$ cat src/rtl/fpu_pkg.sv
// Shared FPU definitions: float field layout, one-hot status codes and FSM states.
package fpu_pkg;

  localparam int SIGN_BIT = 31;
  localparam int EXP_MSB  = 30;
  localparam int EXP_LSB  = 25;
  localparam int MANT_W   = 25;
  localparam int EXP_W    = 6;

  typedef enum logic [3:0] {
    ST_NONE      = 4'b0000,
    ST_EXACT     = 4'b0001,
    ST_INEXACT   = 4'b0010,
    ST_OVERFLOW  = 4'b0100,
    ST_UNDERFLOW = 4'b1000
  } status_t;

  typedef enum logic [2:0] {
    S_IDLE,
    S_CLASSIFY,
    S_SHIFT,
    S_ROUND,
    S_DONE
  } conv_state_t;

  function automatic logic [31:0] pack_float(input logic             sign,
                                             input logic [EXP_W-1:0]  exp,
                                             input logic [MANT_W-1:0] mant);
    return {sign, exp, mant};
  endfunction

endpackage

$ cat src/rtl/fp_unpack.sv
// Splits an FPU float word into its fields and flags zero / denormal encodings.
module fp_unpack
  import fpu_pkg::*;
(
  input  logic [31:0]       i_word,
  output logic              o_sign,
  output logic [EXP_W-1:0]  o_exp,
  output logic [MANT_W-1:0] o_mant,
  output logic              o_is_zero,
  output logic              o_is_denorm
);

  assign o_sign      = i_word[SIGN_BIT];
  assign o_exp       = i_word[EXP_MSB:EXP_LSB];
  assign o_mant      = i_word[MANT_W-1:0];
  assign o_is_zero   = (i_word[EXP_MSB:0] == '0);
  assign o_is_denorm = (o_exp == '0) && (o_mant != '0);

endmodule

$ cat src/rtl/fpu_to_int.sv
// Iterative float-to-int converter: classifies the word, shifts the significand one
// bit per cycle up to the binary point, then rounds and saturates into a status code.
module fpu_to_int
  import fpu_pkg::*;
#(
  parameter int BIAS       = 31,
  parameter int ROUND_MODE = 0
) (
  input  logic        clock100KHz,
  input  logic        reset,
  input  logic        in_valid,
  output logic        in_ready,
  input  logic [31:0] op_in,
  output logic        out_valid,
  input  logic        out_ready,
  output logic [31:0] data_out,
  output logic [3:0]  status_out
);

  conv_state_t r_state, w_next_state;
  logic [31:0] r_op;
  logic [56:0] r_w;
  logic [4:0]  r_cnt;
  logic [31:0] r_data;
  status_t     r_status;
  logic        r_out_valid;

  logic              w_sign, w_is_zero, w_is_denorm;
  logic [EXP_W-1:0]  w_exp;
  logic [MANT_W-1:0] w_mant;
  logic signed [6:0] w_unb;

  fp_unpack u_unpack (
    .i_word      (r_op),
    .o_sign      (w_sign),
    .o_exp       (w_exp),
    .o_mant      (w_mant),
    .o_is_zero   (w_is_zero),
    .o_is_denorm (w_is_denorm)
  );

  assign w_unb = $signed({1'b0, w_exp}) - $signed(7'(BIAS));

  // Words that never reach the shifter resolve straight from the exponent.
  logic        w_special;
  logic [31:0] w_spec_data;
  status_t     w_spec_status;

  always_comb begin
    w_special     = 1'b1;
    w_spec_data   = '0;
    w_spec_status = ST_EXACT;
    if (w_is_zero) begin
      w_spec_status = ST_EXACT;
    end else if (w_is_denorm) begin
      w_spec_status = ST_UNDERFLOW;
    end else if ((w_unb > 7'sd31) || ((w_unb == 7'sd31) && !(w_sign && (w_mant == '0)))) begin
      w_spec_status = ST_OVERFLOW;
    end else if (w_unb == 7'sd31) begin
      w_spec_data   = 32'h8000_0000;
    end else if (w_unb < 7'sd0) begin
      w_spec_status = ST_INEXACT;
      if ((ROUND_MODE == 1) && (w_unb == -7'sd1))
        w_spec_data = w_sign ? 32'hFFFF_FFFF : 32'd1;
    end else begin
      w_special     = 1'b0;
    end
  end

  // Magnitude is 33 bits so the rounding increment cannot wrap.
  logic        w_rnd, w_inexact, w_ovf;
  logic [32:0] w_mag;
  logic [31:0] w_round_data;
  status_t     w_round_status;

  always_comb begin
    w_rnd          = (ROUND_MODE == 1) && r_w[24];
    w_mag          = {1'b0, r_w[56:25]} + {32'b0, w_rnd};
    w_inexact      = (r_w[24:0] != '0);
    w_ovf          = w_sign ? (w_mag > 33'h0_8000_0000) : (w_mag > 33'h0_7FFF_FFFF);
    w_round_data   = '0;
    w_round_status = ST_EXACT;
    if (w_ovf) begin
      w_round_status = ST_OVERFLOW;
    end else begin
      w_round_data   = w_sign ? (~w_mag[31:0] + 32'd1) : w_mag[31:0];
      w_round_status = w_inexact ? ST_INEXACT : ST_EXACT;
    end
  end

  always_ff @(posedge clock100KHz or negedge reset) begin
    if (!reset) r_state <= S_IDLE;
    else        r_state <= w_next_state;
  end

  always_comb begin
    w_next_state = r_state;
    case (r_state)
      S_IDLE:     if (in_valid) w_next_state = S_CLASSIFY;
      S_CLASSIFY: begin
        if (w_special)            w_next_state = S_DONE;
        else if (w_unb[4:0] != 0) w_next_state = S_SHIFT;
        else                      w_next_state = S_ROUND;
      end
      S_SHIFT:    if (r_cnt == 5'd1) w_next_state = S_ROUND;
      S_ROUND:    w_next_state = S_DONE;
      S_DONE:     if (r_out_valid && out_ready) w_next_state = S_IDLE;
      default:    w_next_state = S_IDLE;
    endcase
  end

  // out_valid rises one cycle after entering DONE, giving the registered result a settle cycle.
  always_ff @(posedge clock100KHz or negedge reset) begin
    if (!reset) begin
      r_op        <= '0;
      r_w         <= '0;
      r_cnt       <= '0;
      r_data      <= '0;
      r_status    <= ST_NONE;
      r_out_valid <= 1'b0;
    end else begin
      case (r_state)
        S_IDLE: if (in_valid) r_op <= op_in;
        S_CLASSIFY: begin
          r_w   <= {31'b0, 1'b1, w_mant};
          r_cnt <= w_unb[4:0];
          if (w_special) begin
            r_data   <= w_spec_data;
            r_status <= w_spec_status;
          end
        end
        S_SHIFT: begin
          r_w   <= r_w << 1;
          r_cnt <= r_cnt - 5'd1;
        end
        S_ROUND: begin
          r_data   <= w_round_data;
          r_status <= w_round_status;
        end
        S_DONE: begin
          if (!r_out_valid)   r_out_valid <= 1'b1;
          else if (out_ready) r_out_valid <= 1'b0;
        end
        default: ;
      endcase
    end
  end

  assign in_ready   = (r_state == S_IDLE);
  assign out_valid  = r_out_valid;
  assign data_out   = r_data;
  assign status_out = r_status;

endmodule

$ cat config.mk
export PLATFORM = sky130hd
export DESIGN_NAME = fpu_to_int
export DESIGN_NICKNAME = d
export VERILOG_FILES = /design/src/rtl/fpu_pkg.sv /design/src/rtl/fp_unpack.sv /design/src/rtl/fpu_to_int.sv
export SDC_FILE = /design/constraint.sdc
export NUM_CORES = 1
export LEC_CHECK = 0
export ABC_AREA = 1
export ABC_CLOCK_PERIOD_IN_PS = 3500
export CORE_MARGIN = 4
export CORE_UTILIZATION = 42
export CTS_BUF_LIST = sky130_fd_sc_hd__clkbuf_2 sky130_fd_sc_hd__clkbuf_4 sky130_fd_sc_hd__clkbuf_8
export CTS_CLUSTER_SIZE = 28
export DETAILED_ROUTE_END_ITERATION = 8
export GPL_TIMING_DRIVEN = 0
export MAX_ROUTING_LAYER = met4
export SLEW_MARGIN = 10
export SYNTH_ARGS = -nofsm -noshare
export SYNTH_HDL_FRONTEND = slang
export SYNTH_SLANG_ARGS = --single-unit
$ cat constraint.sdc
create_clock -name clock100KHz -period 3.5 [get_ports clock100KHz]
set_input_delay 0.35 -clock clock100KHz [delete_from_list [all_inputs] [get_ports clock100KHz]]
set_output_delay 0.35 -clock clock100KHz [all_outputs]
set_load 0.005 [all_outputs]
# After elaboration in Yosys (flattened, before gate mapping)

Cells that the tools add are included.

Equality and inequality tests: 10
Bitwise gates (word level): 1
$add $sub $neg: 3
Magnitude comparators: 4
Reduce and logical (&&, ||, !) cells: 18
Multiplexer cells: 33

Operators with widths:

| cell                                                        | number |
|---|---|
| 2-to-1 mux 32 bit                                           | 7 |
| case mux 57 bit (2 select lines)                            | 1 |
| case mux 32 bit (2 select lines)                            | 1 |
| nonzero test 25 bit                                         | 2 |
| adder 32 x 1 -> 32 bit (second input constant)              | 1 |
| > comparator 32 x 31 -> 1 bit (second input constant)       | 1 |
| > comparator 32 bit (second input constant)                 | 1 |
| NOT 32 bit                                                  | 1 |
| logical NOT 31 bit                                          | 1 |
| logical NOT 25 bit                                          | 1 |
| 2-to-1 mux 3 bit                                            | 6 |
| case mux 3 bit (5 select lines)                             | 1 |
| 2-to-1 mux 4 bit                                            | 3 |
| case mux 5 bit (2 select lines)                             | 1 |
| 2-to-1 mux 1 bit                                            | 9 |
| != test 2 bit (second input constant)                       | 4 |
| case mux 4 bit (2 select lines)                             | 1 |
| equality test 7 x 6 -> 1 bit (second input constant)        | 1 |
| > comparator 7 x 6 -> 1 bit (second input constant)         | 1 |
| less-than comparator 7 x 1 -> 1 bit (second input constant) | 1 |
| subtractor 6 x 5 -> 7 bit (second input constant)           | 1 |
| equality test 3 x 2 -> 1 bit (second input constant)        | 2 |
| logical NOT 6 bit                                           | 1 |
| 2-to-1 mux 2 bit                                            | 3 |
| 12 further kinds                                            | 17 |

Output and inout bits: 38
Bits of input ports: 36
Register bits after elaboration: 134

# Depth between registers and ports, before layout

Depth in word-level cells: 10
Gate-level depth with buffers: 15

# Cells and area by module

Synthesis repeated with hierarchy kept, for this count alone.

Cells, all modules: 815
Area total of the unflattened synthesis: 6977.9 µm²

By module, submodules not included:

| module     | area an instance (µm²) | times used | cells each |
|---|---|---|---|
| fpu_to_int | 6602.6                 | 1          | 751 |
| fp_unpack  | 375.4                  | 1          | 64 |

# Least setup slack after synthesis

No wires, ideal clock.

Path type: reg-to-reg
Start point: reg r_op[26]
End point: reg r_data[18], in the netlist data_out[18]
Path slack: 1598 ps
Data arrival time: 1765 ps
Cell stages (with the launch flop): 15
Path buffers: 1
Clock period less this slack: 1902 ps
Setup time: 137 ps
Path through: dfrtp_1 ha_1 nand2_1 inv_1 nand2_1 nand2_1 inv_1 nand2_1 nor2_1 nand2_2 nand3_2 a21oi_4 buf_6 nand2_1 o21ai_0

Cells in the longest elaborated chain, start to end: 9
Elaborated cells on any way between the ends: 21

Ends and longest elaborated chain:

| item                                                                                     | RTL line                                             | RTL |
|---|---|---|
| start: declaration                                                                       | fpu_to_int.sv:21                                     | `logic [31:0] r_op;` |
| start signal: assignment                                                                 | fpu_to_int.sv:123                                    | `S_IDLE: if (in_valid) r_op <= op_in;` |
| subtractor 6 x 5 -> 7 bit                                                                | fpu_to_int.sv:42                                     | `assign w_unb = $signed({1'b0, w_exp}) - $signed(7'(BIAS));` |
| less-than comparator 7 x 1 -> 1 bit or equality test 7 x 6 -> 1 bit (tied branches)      | fpu_to_int.sv:61, fpu_to_int.sv:57, fpu_to_int.sv:59 |  |
| 2-to-1 mux 1 bit or logical AND 1 bit (tied branches)                                    | fpu_to_int.sv:61, fpu_to_int.sv:57                   |  |
| 2-to-1 mux 1 bit or logical OR 1 bit (tied branches)                                     | fpu_to_int.sv:59, fpu_to_int.sv:57                   |  |
| 2-to-1 mux 1 bit or 2-to-1 mux 32 bit (tied branches)                                    | fpu_to_int.sv:57                                     | `end else if ((w_unb > 7'sd31) \|\| ((w_unb == 7'sd31) && !(w_sign && (w_mant == '0)))) begin` |
| 2-to-1 mux 1 bit or 2-to-1 mux 32 bit (tied branches)                                    | fpu_to_int.sv:55                                     | `end else if (w_is_denorm) begin` |
| 2-to-1 mux 1 bit or 2-to-1 mux 32 bit (tied branches)                                    | fpu_to_int.sv:53                                     | `if (w_is_zero) begin` |
| != test 2 bit (no source line) or 2-to-1 mux 32 bit (tied branches)                      | n/a                                                  |  |
| AND reduction 2 bit (no source line) or case mux 32 bit (2 select lines) (tied branches) | n/a                                                  |  |
| end signal: assignment                                                                   | fpu_to_int.sv:128                                    | `r_data <= w_spec_data;` |
| end signal: assignment                                                                   | fpu_to_int.sv:137                                    | `r_data <= w_round_data;` |
| end: declaration                                                                         | fpu_to_int.sv:24                                     | `logic [31:0] r_data;` |

Parallel ways exist; a longest one is shown, timed or not. The select of a mux whose other input is x is not followed.
A chain may end at the register's enable or synchronous reset.

# Worst setup path in the final report

Start point: reg r_w[25]
End point: reg r_status[2], in the netlist status_out[2]

Cells in the longest elaborated chain, start to end: 4
Elaborated cells on any way between the ends: 5

Ends and longest elaborated chain:

| item                                                                 | RTL line          | RTL |
|---|---|---|
| start: declaration                                                   | fpu_to_int.sv:22  | `logic [56:0] r_w;` |
| start signal: assignment                                             | fpu_to_int.sv:125 | `r_w <= {31'b0, 1'b1, w_mant};` |
| start signal: assignment                                             | fpu_to_int.sv:133 | `r_w <= r_w << 1;` |
| > comparator 32 x 31 -> 1 bit or > comparator 32 bit (tied branches) | fpu_to_int.sv:80  | `w_ovf = w_sign ? (w_mag > 33'h0_8000_0000) : (w_mag > 33'h0_7FFF_FFFF);` |
| 2-to-1 mux 1 bit (*)                                                 | fpu_to_int.sv:80  |  |
| 2-to-1 mux 3 bit (*)                                                 | fpu_to_int.sv:83  | `if (w_ovf) begin` |
| case mux 4 bit (2 select lines) (*)                                  | fpu_to_int.sv:122 | `case (r_state)` |
| end signal: assignment                                               | fpu_to_int.sv:129 | `r_status <= w_spec_status;` |
| end signal: assignment                                               | fpu_to_int.sv:138 | `r_status <= w_round_status;` |
| end: declaration                                                     | fpu_to_int.sv:25  | `status_t r_status;` |

Every way passes the cells marked *; elsewhere a longest branch is shown, timed or not.

==> results.ini <==
[clock_network]
clk_latency_ns=0.45
tritoncts=built
clock_sinks=134
clockBufferDepth=2
htreeDepth=4
cts_buffers=17
clkTransAtPathRegs_ns=0.08
ctsResizeCount=0
cts_root_buf=clkbuf_8

[cells_and_area]
nNetsFinal=931
n_antenna_cell=0
multi_input_area_mm2=0.00265
layout_commonest_cell=nand2_1
area_delta_synth_final_pct=23.0
drive_gt1_share_pct=6.22
regArea_mm2=0.00335
fill_cells=1479
layout_common_cells=nand2_1, dfrtp_1, inv_1
finalInstanceArea_mm2=0.00805

[route]
vias=5748
drc_errors=0
postRouteAntennaNets=0
avgRoutedWirePerCell_um=15.2
vias_per_cell=5.17
wl_mm=16.9
firstDrtPassIters=7
drt-initial-drc-count=400

[timing]
setup_tns_ns=0
fmax_mhz=407
clock_skew_ns=0.0115
hold_ws_ns=0.454
rsz0062_at_grt=false
tightest_slew_ns=0.783
timing.final.hold_violations=0
relSlewSlack_pct=47.5
post-route-min-period_ns=2.46
setup_violations=0
fin_crit_sh_pct=70.2
slew_violations=0

[place]
io_buffer_count=73
gp_congestion=0.914
hpwl_mm=12.6
placed_area_mm2=0.00757

[critical_path]
crit_required_ns=3.84
start_kind=flop
path_class=flop to flop
worst_ep_arrival_time_ns=2.79
critPathCaptureType=flop
crit_fanout=10

[worst_hold_path]
hold_path_class=input port to asynchronous set/reset pin

[floorplanning]
row_count=45
dieHeight_um=133
die_w_um=133
dieArea_mm2=0.0176
initial_utilization_pct=42.9
core_area_mm2=0.0153
pin_count=74

[global_routing]
antenna_found_initial=0
grt_max_degree=76
grtUsageMet2_pct=34.1
grt_usage_pct=20.5
grt.met1_usage_pct=25.0
grt.overflow.total=0
met3_usage_pct=3.84
grt_pass1_vias=5752
grt_busiest_layer=met2
grt_pass1_wl_mm=28.1

[pwr]
leakagePower_nw=3.86
p_per_area_mw_per_mm2=862
ir_worst_vdd_uv=336

[synth]
synth_area_per_cell_um2=8.24
synth_warnings=0
ys_async_sr_fraction_pct=100
synth.distinct_cells=36
ys_ff_latch=134
syn_inst=794
synth_edf_count=0
synth_nets=837
synth_area_mm2=0.00654
ys.flop_type=dfrtp_1
synth_seq_area_share_pct=51.2

[status]
outcome=finished clean

[flow_run]
drv_cap=0

==> worst paths after layout <==
path                               from            end  slack [ns]  depth (start not counted)
max reg2reg                     r_w[25]  status_out[2]        1.04                         12
min reg2reg                data_out[26]   data_out[26]        0.48                          2
max                             r_w[25]  status_out[2]        1.04                         12
min in group clock100KHz      op_in[13]       r_op[13]        0.47                          3
max in group asynchronous         reset        r_w[23]        2.27                          3
min                               reset        r_w[38]        0.45                          2
==> metrics by stage <==
stage | total power [W] | cells | worst slack (ns) | utilization (%)
after floorplan | 0.00433 | 794 | 1.60 | -
after global placement | 0.00539 | 1078 | -3.17 | 49.4
after detailed placement | 0.00547 | 1079 | 1.05 | 49.6
after CTS | 0.00700 | 1112 | 1.04 | 52.7
after global routing | 0.00748 | 1112 | 0.783 | 52.7
final | 0.00693 | 1112 | 1.04 | 52.7
==> Yosys cell counts, types with 2 or more instances <==
cell type	instances	area share (%)
buf_2	3	0.23
o21ai_2	6	0.80
ha_1	7	1.3
nand4_1	14	1.3
inv_1	105	6.0
o22ai_1	34	3.3
nor2_1	98	5.6
o211ai_1	4	0.46
o221ai_1	23	3.1
nor3_1	14	1.1
dfrtp_1	134	51
nand3_2	2	0.31
clkbuf_1	24	1.4
nand3b_1	2	0.23
o21ai_0	27	2.1
a21oi_1	43	3.3
inv_2	2	0.11
o21ai_1	14	1.1
buf_6	3	0.52
xor2_1	17	2.3
nand3_1	42	3.2
nand2_1	162	9.3
==> power by group <==
part           switching [W]  total, W  leakage [nW]  internal [W]
clock               0.000622   0.00151         0.228      0.000893
combinational        0.00178   0.00296          1.94       0.00118
sequential          0.000334   0.00245          1.68       0.00212
==> cell families after synthesis <==
| group | Yosys count | share of synthesized area, % |
|---|---|---|
| AND/OR/NAND/NOR | 341 | 21.9 |
| buffers and inverters | 137 | 8.26 |
| XOR/XNOR | 17 | 2.28 |
| flip-flops | 134 | 51.2 |
| AO/OA/AOI/OAI | 158 | 15.0 |
| adder cells (fa/ha/maj) | 7 | 1.34 |
==> routing by layer <==
metal | vias up | part of all wire (%)
li1 | 2817 | -
met1 | 2762 | 44
met2 | 141 | 50
met3 | 28 | 3.4
met4 | 0 | 2.2
met5 | - | 0
==> sequential cells by signal, summed over array words and instances, names as in the netlist <==
signal      cells
r_cnt           5
r_op           32
r_w            57
out_valid       1
data_out       32
status_out      4
r_state         3
==> critical path, cell delays in order, from the launching register on <==
cell	delay, ns
dfrtp_1	0.36
inv_1	0.19
ha_1	0.23
nand3_2	0.12
nor2_1	0.20
nand2_1	0.08
nor2_1	0.14
a21oi_1	0.13
nor2_4	0.22
inv_2	0.13
clkbuf_1	0.31
nand3_1	0.17
nand2_1	0.06
==> timing repair <==
item                                   4_1_cts  5_1_grt
setup buffers                                0        0
endpoints found under the hold margin       59        0
hold buffers                                 1        0
==> final cells by class <==
type,instances,area share (%)
Clock buffer,20,3.34
Timing Repair Buffer,75,9.56
Inverter,107,4.99
Sequential cell,134,41.7
Buffer,30,1.73
Tap cell,211,3.28
Clock inverter,12,2.49
Multi-Input combinational cell,523,32.9
No activity file was read; power rests on OpenSTA's default activity.
